## config.mk

```make
export PLATFORM = sky130hd
export DESIGN_NAME = sprite_fetch_flat
export DESIGN_NICKNAME = d
export VERILOG_FILES = /design/src/rtl/sprite_fetch_if.sv /design/src/rtl/sprite_fetch.sv /design/src/flat_wrapper.sv
export SDC_FILE = /design/constraint.sdc
export NUM_CORES = 1
export LEC_CHECK = 0
export CELL_PAD_IN_SITES_DETAIL_PLACEMENT = 1
export CELL_PAD_IN_SITES_GLOBAL_PLACEMENT = 2
export CORE_ASPECT_RATIO = 2
export CORE_UTILIZATION = 30
export DETAILED_ROUTE_END_ITERATION = 8
export GPL_TIMING_DRIVEN = 0
export PLACE_DENSITY = 0.77
export SETUP_SLACK_MARGIN = 0.2
export SYNTH_ARGS = -nofsm -noshare
export SYNTH_HDL_FRONTEND = slang
export SYNTH_SLANG_ARGS = --single-unit
```

## constraint.sdc

```tcl
create_clock -name Clk -period 3.8 [get_ports Clk]
set_input_delay 0.38 -clock Clk [delete_from_list [all_inputs] [get_ports Clk]]
set_output_delay 0.38 -clock Clk [all_outputs]
set_load 0.02 [all_outputs]
```

## src/rtl/sprite_fetch_if.sv

```systemverilog
// Pixel-stream bundle between vga_controller, motion logic, sprite RAM and color_mapper.
// The slave modport is the sprite_fetch side. The master modport is the environment that drives it.
interface sprite_fetch_if #(
    parameter int ADDR_W = 19
);
    logic [9:0]        DrawX;
    logic [9:0]        DrawY;
    logic              blank_in;
    logic [9:0]        SprX;
    logic [9:0]        SprY;
    logic              spr_en;
    logic              flip;
    logic [ADDR_W-1:0] read_addr;
    logic [3:0]        ram_data;
    logic [3:0]        pix_idx;
    logic              pix_valid;
    logic              blank_out;

    modport master (
        output DrawX, DrawY, blank_in, SprX, SprY, spr_en, flip, ram_data,
        input  read_addr, pix_idx, pix_valid, blank_out
    );

    modport slave (
        input  DrawX, DrawY, blank_in, SprX, SprY, spr_en, flip, ram_data,
        output read_addr, pix_idx, pix_valid, blank_out
    );
endinterface

```

## src/rtl/sprite_fetch.sv

```systemverilog
// Sprite fetch stage: latches position once per frame and walks sprite RAM with an adder-only address generator.
// 3-cycle latency from DrawX/DrawY to pix_idx/pix_valid/blank_out; free-running pixel stream, no backpressure.
module sprite_fetch #(
    parameter int          SPR_W     = 20,
    parameter int          SPR_H     = 30,
    parameter int          ADDR_W    = 19,
    parameter int          V_LATCH   = 480,
    parameter logic [3:0]  TRANS_IDX = 4'd0
) (
    input logic            Clk,
    input logic            Reset,
    sprite_fetch_if.slave  bus
);
    logic [9:0]        r_sx;
    logic [9:0]        r_sy;
    logic              r_en;
    logic              r_flip;
    logic [ADDR_W-1:0] r_row_base;
    logic [ADDR_W-1:0] r_read_addr;
    logic              r_hit_s1;
    logic              r_hit_s2;
    logic              r_blank_s1;
    logic              r_blank_s2;
    logic [3:0]        r_pix_idx;
    logic              r_pix_valid;
    logic              r_blank_out;

    logic        w_latch;
    logic [10:0] w_x;
    logic [10:0] w_y;
    logic [10:0] w_x_end;
    logic [10:0] w_y_end;
    logic        w_hit;
    logic        w_row_end;
    logic [9:0]  w_dx;
    logic [9:0]  w_col;

    assign w_latch = (bus.DrawX == 10'd0) && (bus.DrawY == 10'(V_LATCH));

    // 11-bit bounds so a sprite near the right/bottom edge clips instead of wrapping.
    // Rows at or below the latch line are excluded so vertical-blank hits cannot advance row_base.
    assign w_x     = {1'b0, bus.DrawX};
    assign w_y     = {1'b0, bus.DrawY};
    assign w_x_end = {1'b0, r_sx} + 11'(SPR_W);
    assign w_y_end = {1'b0, r_sy} + 11'(SPR_H);
    assign w_hit   = r_en
                  && (w_x >= {1'b0, r_sx}) && (w_x < w_x_end)
                  && (w_y >= {1'b0, r_sy}) && (w_y < w_y_end)
                  && (bus.DrawY < 10'(V_LATCH));

    assign w_dx      = bus.DrawX - r_sx;
    assign w_col     = r_flip ? (10'(SPR_W - 1) - w_dx) : w_dx;
    assign w_row_end = w_hit && (w_x == (w_x_end - 11'd1));

    always_ff @(posedge Clk or posedge Reset) begin
        if (Reset) begin
            r_sx       <= '0;
            r_sy       <= '0;
            r_en       <= 1'b0;
            r_flip     <= 1'b0;
            r_row_base <= '0;
        end else if (w_latch) begin
            r_sx       <= bus.SprX;
            r_sy       <= bus.SprY;
            r_en       <= bus.spr_en;
            r_flip     <= bus.flip;
            r_row_base <= '0;
        end else if (w_row_end) begin
            r_row_base <= r_row_base + ADDR_W'(SPR_W);
        end
    end

    always_ff @(posedge Clk or posedge Reset) begin
        if (Reset) begin
            r_read_addr <= '0;
            r_hit_s1    <= 1'b0;
            r_hit_s2    <= 1'b0;
            r_blank_s1  <= 1'b0;
            r_blank_s2  <= 1'b0;
            r_pix_idx   <= '0;
            r_pix_valid <= 1'b0;
            r_blank_out <= 1'b0;
        end else begin
            if (w_hit) begin
                r_read_addr <= r_row_base + ADDR_W'(w_col);
            end
            r_hit_s1    <= w_hit;
            r_blank_s1  <= bus.blank_in;
            r_hit_s2    <= r_hit_s1;
            r_blank_s2  <= r_blank_s1;
            r_pix_idx   <= bus.ram_data;
            r_pix_valid <= r_hit_s2 && (bus.ram_data != TRANS_IDX);
            r_blank_out <= r_blank_s2;
        end
    end

    assign bus.read_addr = r_read_addr;
    assign bus.pix_idx   = r_pix_idx;
    assign bus.pix_valid = r_pix_valid;
    assign bus.blank_out = r_blank_out;
endmodule

```

## src/flat_wrapper.sv

```systemverilog
// flat-port wrapper written by rule: the top's interface ports become plain ports
module sprite_fetch_flat 
#(
    parameter int          SPR_W     = 20,
    parameter int          SPR_H     = 30,
    parameter int          ADDR_W    = 19,
    parameter int          V_LATCH   = 480,
    parameter logic [3:0]  TRANS_IDX = 4'd0
)
  (Clk, Reset, bus_DrawX, bus_DrawY, bus_blank_in, bus_SprX, bus_SprY, bus_spr_en, bus_flip, bus_ram_data, bus_read_addr, bus_pix_idx, bus_pix_valid, bus_blank_out);
  sprite_fetch_if #(.ADDR_W(ADDR_W)) bus_i ();
  input logic Clk;
  input logic Reset;
  input wire logic [$bits(bus_i.DrawX)-1:0] bus_DrawX;
  input wire logic [$bits(bus_i.DrawY)-1:0] bus_DrawY;
  input wire logic [$bits(bus_i.blank_in)-1:0] bus_blank_in;
  input wire logic [$bits(bus_i.SprX)-1:0] bus_SprX;
  input wire logic [$bits(bus_i.SprY)-1:0] bus_SprY;
  input wire logic [$bits(bus_i.spr_en)-1:0] bus_spr_en;
  input wire logic [$bits(bus_i.flip)-1:0] bus_flip;
  input wire logic [$bits(bus_i.ram_data)-1:0] bus_ram_data;
  output wire logic [$bits(bus_i.read_addr)-1:0] bus_read_addr;
  output wire logic [$bits(bus_i.pix_idx)-1:0] bus_pix_idx;
  output wire logic [$bits(bus_i.pix_valid)-1:0] bus_pix_valid;
  output wire logic [$bits(bus_i.blank_out)-1:0] bus_blank_out;
  assign bus_i.DrawX = bus_DrawX;
  assign bus_i.DrawY = bus_DrawY;
  assign bus_i.blank_in = bus_blank_in;
  assign bus_i.SprX = bus_SprX;
  assign bus_i.SprY = bus_SprY;
  assign bus_i.spr_en = bus_spr_en;
  assign bus_i.flip = bus_flip;
  assign bus_i.ram_data = bus_ram_data;
  assign bus_read_addr = bus_i.read_addr;
  assign bus_pix_idx = bus_i.pix_idx;
  assign bus_pix_valid = bus_i.pix_valid;
  assign bus_blank_out = bus_i.blank_out;
  sprite_fetch #(.SPR_W(SPR_W), .SPR_H(SPR_H), .ADDR_W(ADDR_W), .V_LATCH(V_LATCH), .TRANS_IDX(TRANS_IDX)) u_core (.Clk(Clk), .Reset(Reset), .bus(bus_i));
endmodule
```

# Word-level counts from Yosys, hierarchy flattened
# Index checks and enable logic that the tools add are counted.
# totals
inputBits	49
ram_bits	0
regBits	70
latch_bits	0
out_inout_bits	25
wordCells	41
mem_count	0
mem_bits_ro	0
# classes
add_sub_neg	7
shift	0
n_lt_le_gt_ge	5
eq_ne	2
mux	3
multipliers	0
bitwise_logic	0
n_reduce_logical	11
n_div	0
# ops
op	count
$mux W19	2
$add A10 B5 Y11 const B	2
$lt A10 B11 Y1	2
$ge A10 B10 Y1	2
$add A19 B10 Y19	1
$add A19 B5 Y19 const B	1
$eq A10 B11 Y1	1
$sub A11 B1 Y11 const B	1
$eq A10 B9 Y1 const B	1
$logic_not A10 Y1	1
$lt A10 B9 Y1 const B	1
$mux W10	1
$sub A10 B10 Y10	1
$sub A5 B10 Y10 const A	1
$logic_and A1 B1 Y1	8
$reduce_bool A4 Y1	1
$reduce_bool A2 Y1	1

# Logic depth before layout (Yosys ltp)
# depth
word_depth	9
mapped_depth	19
ltp_nobuf	19

# Worst setup path after synthesis
# Ideal clock, no wire load.
# synth_timing
path_kind	input to register
from	input port bus_DrawX[0]
to	register u_core.r_read_addr[11] (netlist: u_core.bus.read_addr[11])
setup_ns	0.133
path_stages	17
t_arrival_ns	3.610
slack_ns	0.057
cell_sequence	inv_1 -> ha_1 -> fa_1 -> nand2b_1 -> a21oi_1 -> a21o_1 -> a21oi_1 -> xnor2_1 -> or3_1 -> nand2_1 -> xnor2_1 -> ha_1 -> or2_2 -> a311oi_1 -> nor2_1 -> xnor2_1 -> o21ai_0
# synth_via
elab_chain_len	6
word_cells_on_any_way	11
cone_classes	add/sub: 3; order compare: 2; mux: 1; reduce/logical: 5
# synth_lines
element	line_no	source
from (decl)	flat_wrapper.sv:14	input wire logic [$bits(bus_i.DrawX)-1:0] bus_DrawX;
branches (longest 6 deep; another with $add A19 B10 Y19)	-	
to (signal assigned)	sprite_fetch.sv:85	r_read_addr <= r_row_base + ADDR_W'(w_col);
to (decl)	sprite_fetch.sv:19	logic [ADDR_W-1:0] r_read_addr;
# Parallel ways; which one is timed is not known.
# A chain may end at the register's enable or synchronous reset.

# Final worst setup path
# layout_timing
from	register u_core.r_sx[0]
to	register u_core.r_read_addr[14] (netlist: u_core.bus.read_addr[14])
# layout_via
elab_chain_len	6
word_cells_on_any_way	12
cone_classes	add/sub: 4; order compare: 2; mux: 1; reduce/logical: 5
# layout_lines
element	line_no	source
from (decl)	sprite_fetch.sv:14	logic [9:0] r_sx;
from (signal assigned)	sprite_fetch.sv:63	r_sx <= bus.SprX;
branches (longest 6 deep; another with $add A19 B10 Y19)	-	
# Parallel ways; which one is timed is not known.

==> impl_metrics.csv <==
group,metric,value,unit
synth,syn_area,5006,um2
clocking,clock_path_buffers,2,
power_and_ir_drop,total_power,1.840,mW
synth,synth_fa_ha_area_share,13.90,%
timing,finalHoldViolCount,0,
grt,grtUsageMet1,16.14,%
timing,slew_viol_final,0,
timing,relSlewSlack,47.05,%
grt,antenna_found_initial,0,
synth,synth_xor_area_share,10.25,%
synth,avgSynthCellArea,8.955,um2
synth,ys_seq_area_share,33.99,%
clocking,numCtsBuffers,9,
floorplan,start_util,30.77,%
grt,use_met2,40.85,%
placement,placed_area,6083,um2
clocking,clock_sinks,68,
synth,synth_cell_type_count,62,
synth,synth_area_leaders,"dfrtp_1 (34%), ha_1 (13%), xnor2_1 (6.8%), o21ai_0 (5.8%), nand2_1 (5.3%)",
detailed_routing,drc,0,
floorplan,ios,74,
timing,timing.final.ws_setup,-0.007232,ns
setup_path,cp_max_fo,3,
final_layout,nFillCells,1880,
timing,setup_viol,1,
synth,yosysMostFrequentCell,"nand2_1",
timing,fin_crit_sh,100.2,%
power_and_ir_drop,irDropWorstVdd,0.1862,mV
run,cap_violations,0,
clocking,htreeDepth,3,
placement,port-buffer-count,73,
grt,grtUsageTotal,19.18,%
clocking,hold_buffers,0,
synth,syn_inst,559,
power_and_ir_drop,seqPwrFrac,39.6,%
final_layout,drive_above_1_share,19.50,%
final_layout,layout.cells.non_filler,886,
grt,globalRouteOverflowTotal,0,
grt,grt_start_max_net_pins,69,
grt,grt_pass1_wl,24730,um
setup_path,cp_num_buf_inv,0,
floorplan,row_count,66,
setup_path,path_delay_family,"compound AO/OA/AOI/OAI gates",
synth,yosysTopAreaCell,"dfrtp_1",
synth,synth.top_cells.by_count,"nand2_1 (71), dfrtp_1 (68), o21ai_0 (58)",
synth,synthesis.nets,663,
setup_path,cp-start-kind,"register",
power_and_ir_drop,switchingPower,0.4840,mW
detailed_routing,via_per_inst,5.266,
setup_path,cp_data_arrival_time,4.04,ns
final_layout,area_delta_synth_final,39.49,%
clocking,clockRootBuffer,"clkbuf_16",
power_and_ir_drop,combPwrFrac,11.7,%
min_path,hp-class,"register to register",
setup_path,ff2ff_path_depth,17,
grt,met3_usage,2.310,%
final_layout,design_area,6983,um2
synth,async_flop_share,100.0,%
placement,place.gp.congestion,0.8277,
power_and_ir_drop,p_sw_share,26.31,%
grt,top_usage_layer,"met2",
setup_path,crit_cells,17,
detailed_routing,dr.pass1.iters,4,
synth,yosys.area_share.simple,17.40,%
clocking,path_clk_slew,0.06,ns
setup_path,crit_type,"register to register",
detailed_routing,drt-total-wl,15920,um
placement,dp.cells,839,
detailed_routing,drt_iter0_drc,97,
placement,hpwlAfterDp,12430,um
timing,fin_tns_setup,-0.007232,ns
setup_path,crit_slowest_cell,"dfrtp_1",
synth,synth_top_family_by_area,"compound AO/OA/AOI/OAI gates",
synth,synth_top_area_share,33.99,%
setup_path,worstSetupEndpointType,"register",
synth,synth-compound-area-share,18.97,%
final_layout,fin_nets,781,
power_and_ir_drop,internal_power,1.356,mW
detailed_routing,wl_per_cell,17.97,um
floorplan,die_y,184.7,um
final_layout,fin_util,42.92,%
synth,ys_seq_elements,68,
setup_path,cp_data_required_time,4.04,ns
power_and_ir_drop,p_clk_share,48.7,%
outcome,outcome,"finished with violations",
setup_path,slowest_delay,0.39,ns
detailed_routing,vias,4666,
floorplan,die_x,93.34,um
timing,worst_slew_pin_slew,0.7876,ns
timing,rsz0062_at_grt,"true",
clocking,cts_tree,"yes",
outcome,violations,"setup timing",
power_and_ir_drop,p_leak,3.030,nW
detailed_routing,final_antenna_net_count,0,
final_layout,diodes,0,
grt,grt_pass1_vias,4975,
floorplan,coreArea,16270,um2
floorplan,die-area,17240,um2
synth,yosys_most_used_dff,"dfrtp_1",
clocking,clk_latency,0.35,ns
synth,synth_edf_count,0,
synth,yosysWarnings,0,
min_path,holdPathStages,0,
power_and_ir_drop,pwr_density_cell,263.5,nW/um2
setup_path,path_cells,"ha_2 -> fa_2 -> nand2b_4 -> a21oi_4 -> a21o_1 -> a21oi_2 -> xnor2_1 -> or3_1 -> o31a_1 -> xnor3_2 -> ha_4 -> nor2_4 -> nand2_2 -> a31oi_4 -> nor3_2 -> xor2_1 -> mux2_4",
timing,skew,0.009229,ns
timing,fmax,262.7,MHz
synth,synthMuxAreaShare,1.925,%
timing,min_period,3.807,ns
[power by group through the flow]
stage | logic [mW] | clock network [mW] | registers, mW
2_1_floorplan | 0.0893 | 0 | 0.746
3_3_place_gp | 0.186 | 0 | 0.742
3_5_place_dp | 0.194 | 0 | 0.742
4_1_cts | 0.211 | 0.915 | 0.729
5_1_grt | 0.236 | 0.941 | 0.729
6_report | 0.215 | 0.896 | 0.729
[cell families after synthesis]
family / Yosys count
AND/OR/NAND/NOR: 177
AO/OA/AOI/OAI: 148
flip-flops: 68
XOR/XNOR: 57
adder cells (fa/ha/maj): 55
buffers and inverters: 44
multiplexers: 9
other: 1
[cell type report]
cell class,count,area (um2),share of cell area [%]
Inverter,31,118.9,1.702
Sequential cell,68,1705,24.42
Clock buffer,9,225.2,3.225
Buffer,13,68.82,0.9855
Timing Repair Buffer,107,1015,14.53
Clock inverter,7,82.58,1.183
Tap cell,204,255.2,3.655
Multi-Input combinational cell,447,3512,50.30
[placed cells by master (no fill, tap or decap), types with 4 or more instances in the layout]
cell	synthesis	final
and3_1	8	8
xor2_1	17	16
clkdlybuf4s50_1	0	69
nor2_1	30	25
nand4_1	7	7
nor3_1	12	10
a21oi_2	0	5
nand3_1	7	7
clkbuf_16	0	9
xnor2_2	0	5
a21o_1	6	6
ha_1	54	45
xnor2_1	39	34
or3_1	11	9
clkbuf_1	10	9
inv_1	31	27
buf_6	1	5
a211oi_1	5	4
ha_4	0	7
buf_4	0	29
mux2i_1	4	4
dfrtp_1	68	65
nand2_1	71	68
o211ai_1	5	5
a21oi_1	33	25
a31oi_1	7	5
o21ai_0	58	53
nor4_1	7	4
[state kept, by name, indices dropped and copies added, names as in the netlist]
name,count
u_core.r_blank_s2,1
u_core.bus.blank_out,1
u_core.bus.pix_idx,4
u_core.bus.pix_valid,1
u_core.r_blank_s1,1
u_core.r_hit_s2,1
u_core.bus.read_addr,19
u_core.r_sy,10
u_core.r_row_base,17
u_core.r_en,1
u_core.r_flip,1
u_core.r_sx,10
u_core.r_hit_s1,1
[metrics by stage]
| stage | hold WS, ns | worst slack, ns |
|---|---|---|
| 5_1_grt | 0.3698 | -0.1365 |
| 3_3_place_gp | 0.3333 | -0.8810 |
| 4_1_cts | 0.3527 | 0.01866 |
| 6_report | 0.3492 | -0.007232 |
| 3_5_place_dp | 0.3381 | -0.9393 |
| 2_1_floorplan | 0.3312 | 0.1898 |
[final timing paths]
| path | start | to | slack (ns) |
|---|---|---|---|
| worst max-delay path | u_core.r_sx[0]$_DFFE_PP0P_ | u_core.bus.read_addr[14]$_DFFE_PP0P_ | -0.007 |
| worst min-delay path | u_core.r_blank_s1$_DFF_PP0_ | u_core.r_blank_s2$_DFF_PP0_ | 0.35 |
| min in group asynchronous | Reset | u_core.bus.read_addr[1]$_DFFE_PP0P_ | 0.45 |
| max in group asynchronous | Reset | u_core.r_hit_s1$_DFF_PP0_ | 3.05 |
| worst max register to register | u_core.r_sx[0]$_DFFE_PP0P_ | u_core.bus.read_addr[14]$_DFFE_PP0P_ | -0.007 |
| worst min register to register | u_core.r_blank_s1$_DFF_PP0_ | u_core.r_blank_s2$_DFF_PP0_ | 0.35 |
[timing repair]
action	CTS	global route
pin swaps	22	28
setup endpoints to repair	31	28
buffers inserted	24	7
resized for setup	43	40
[per-layer routing]
layer | up-vias | part of all wire, %
li1 | 2247 | -
met1 | 2315 | 32
met2 | 69 | 61
met3 | 35 | 1.7
met4 | 0 | 4.4
met5 | - | 0
No activity file was read; power rests on OpenSTA's default activity.
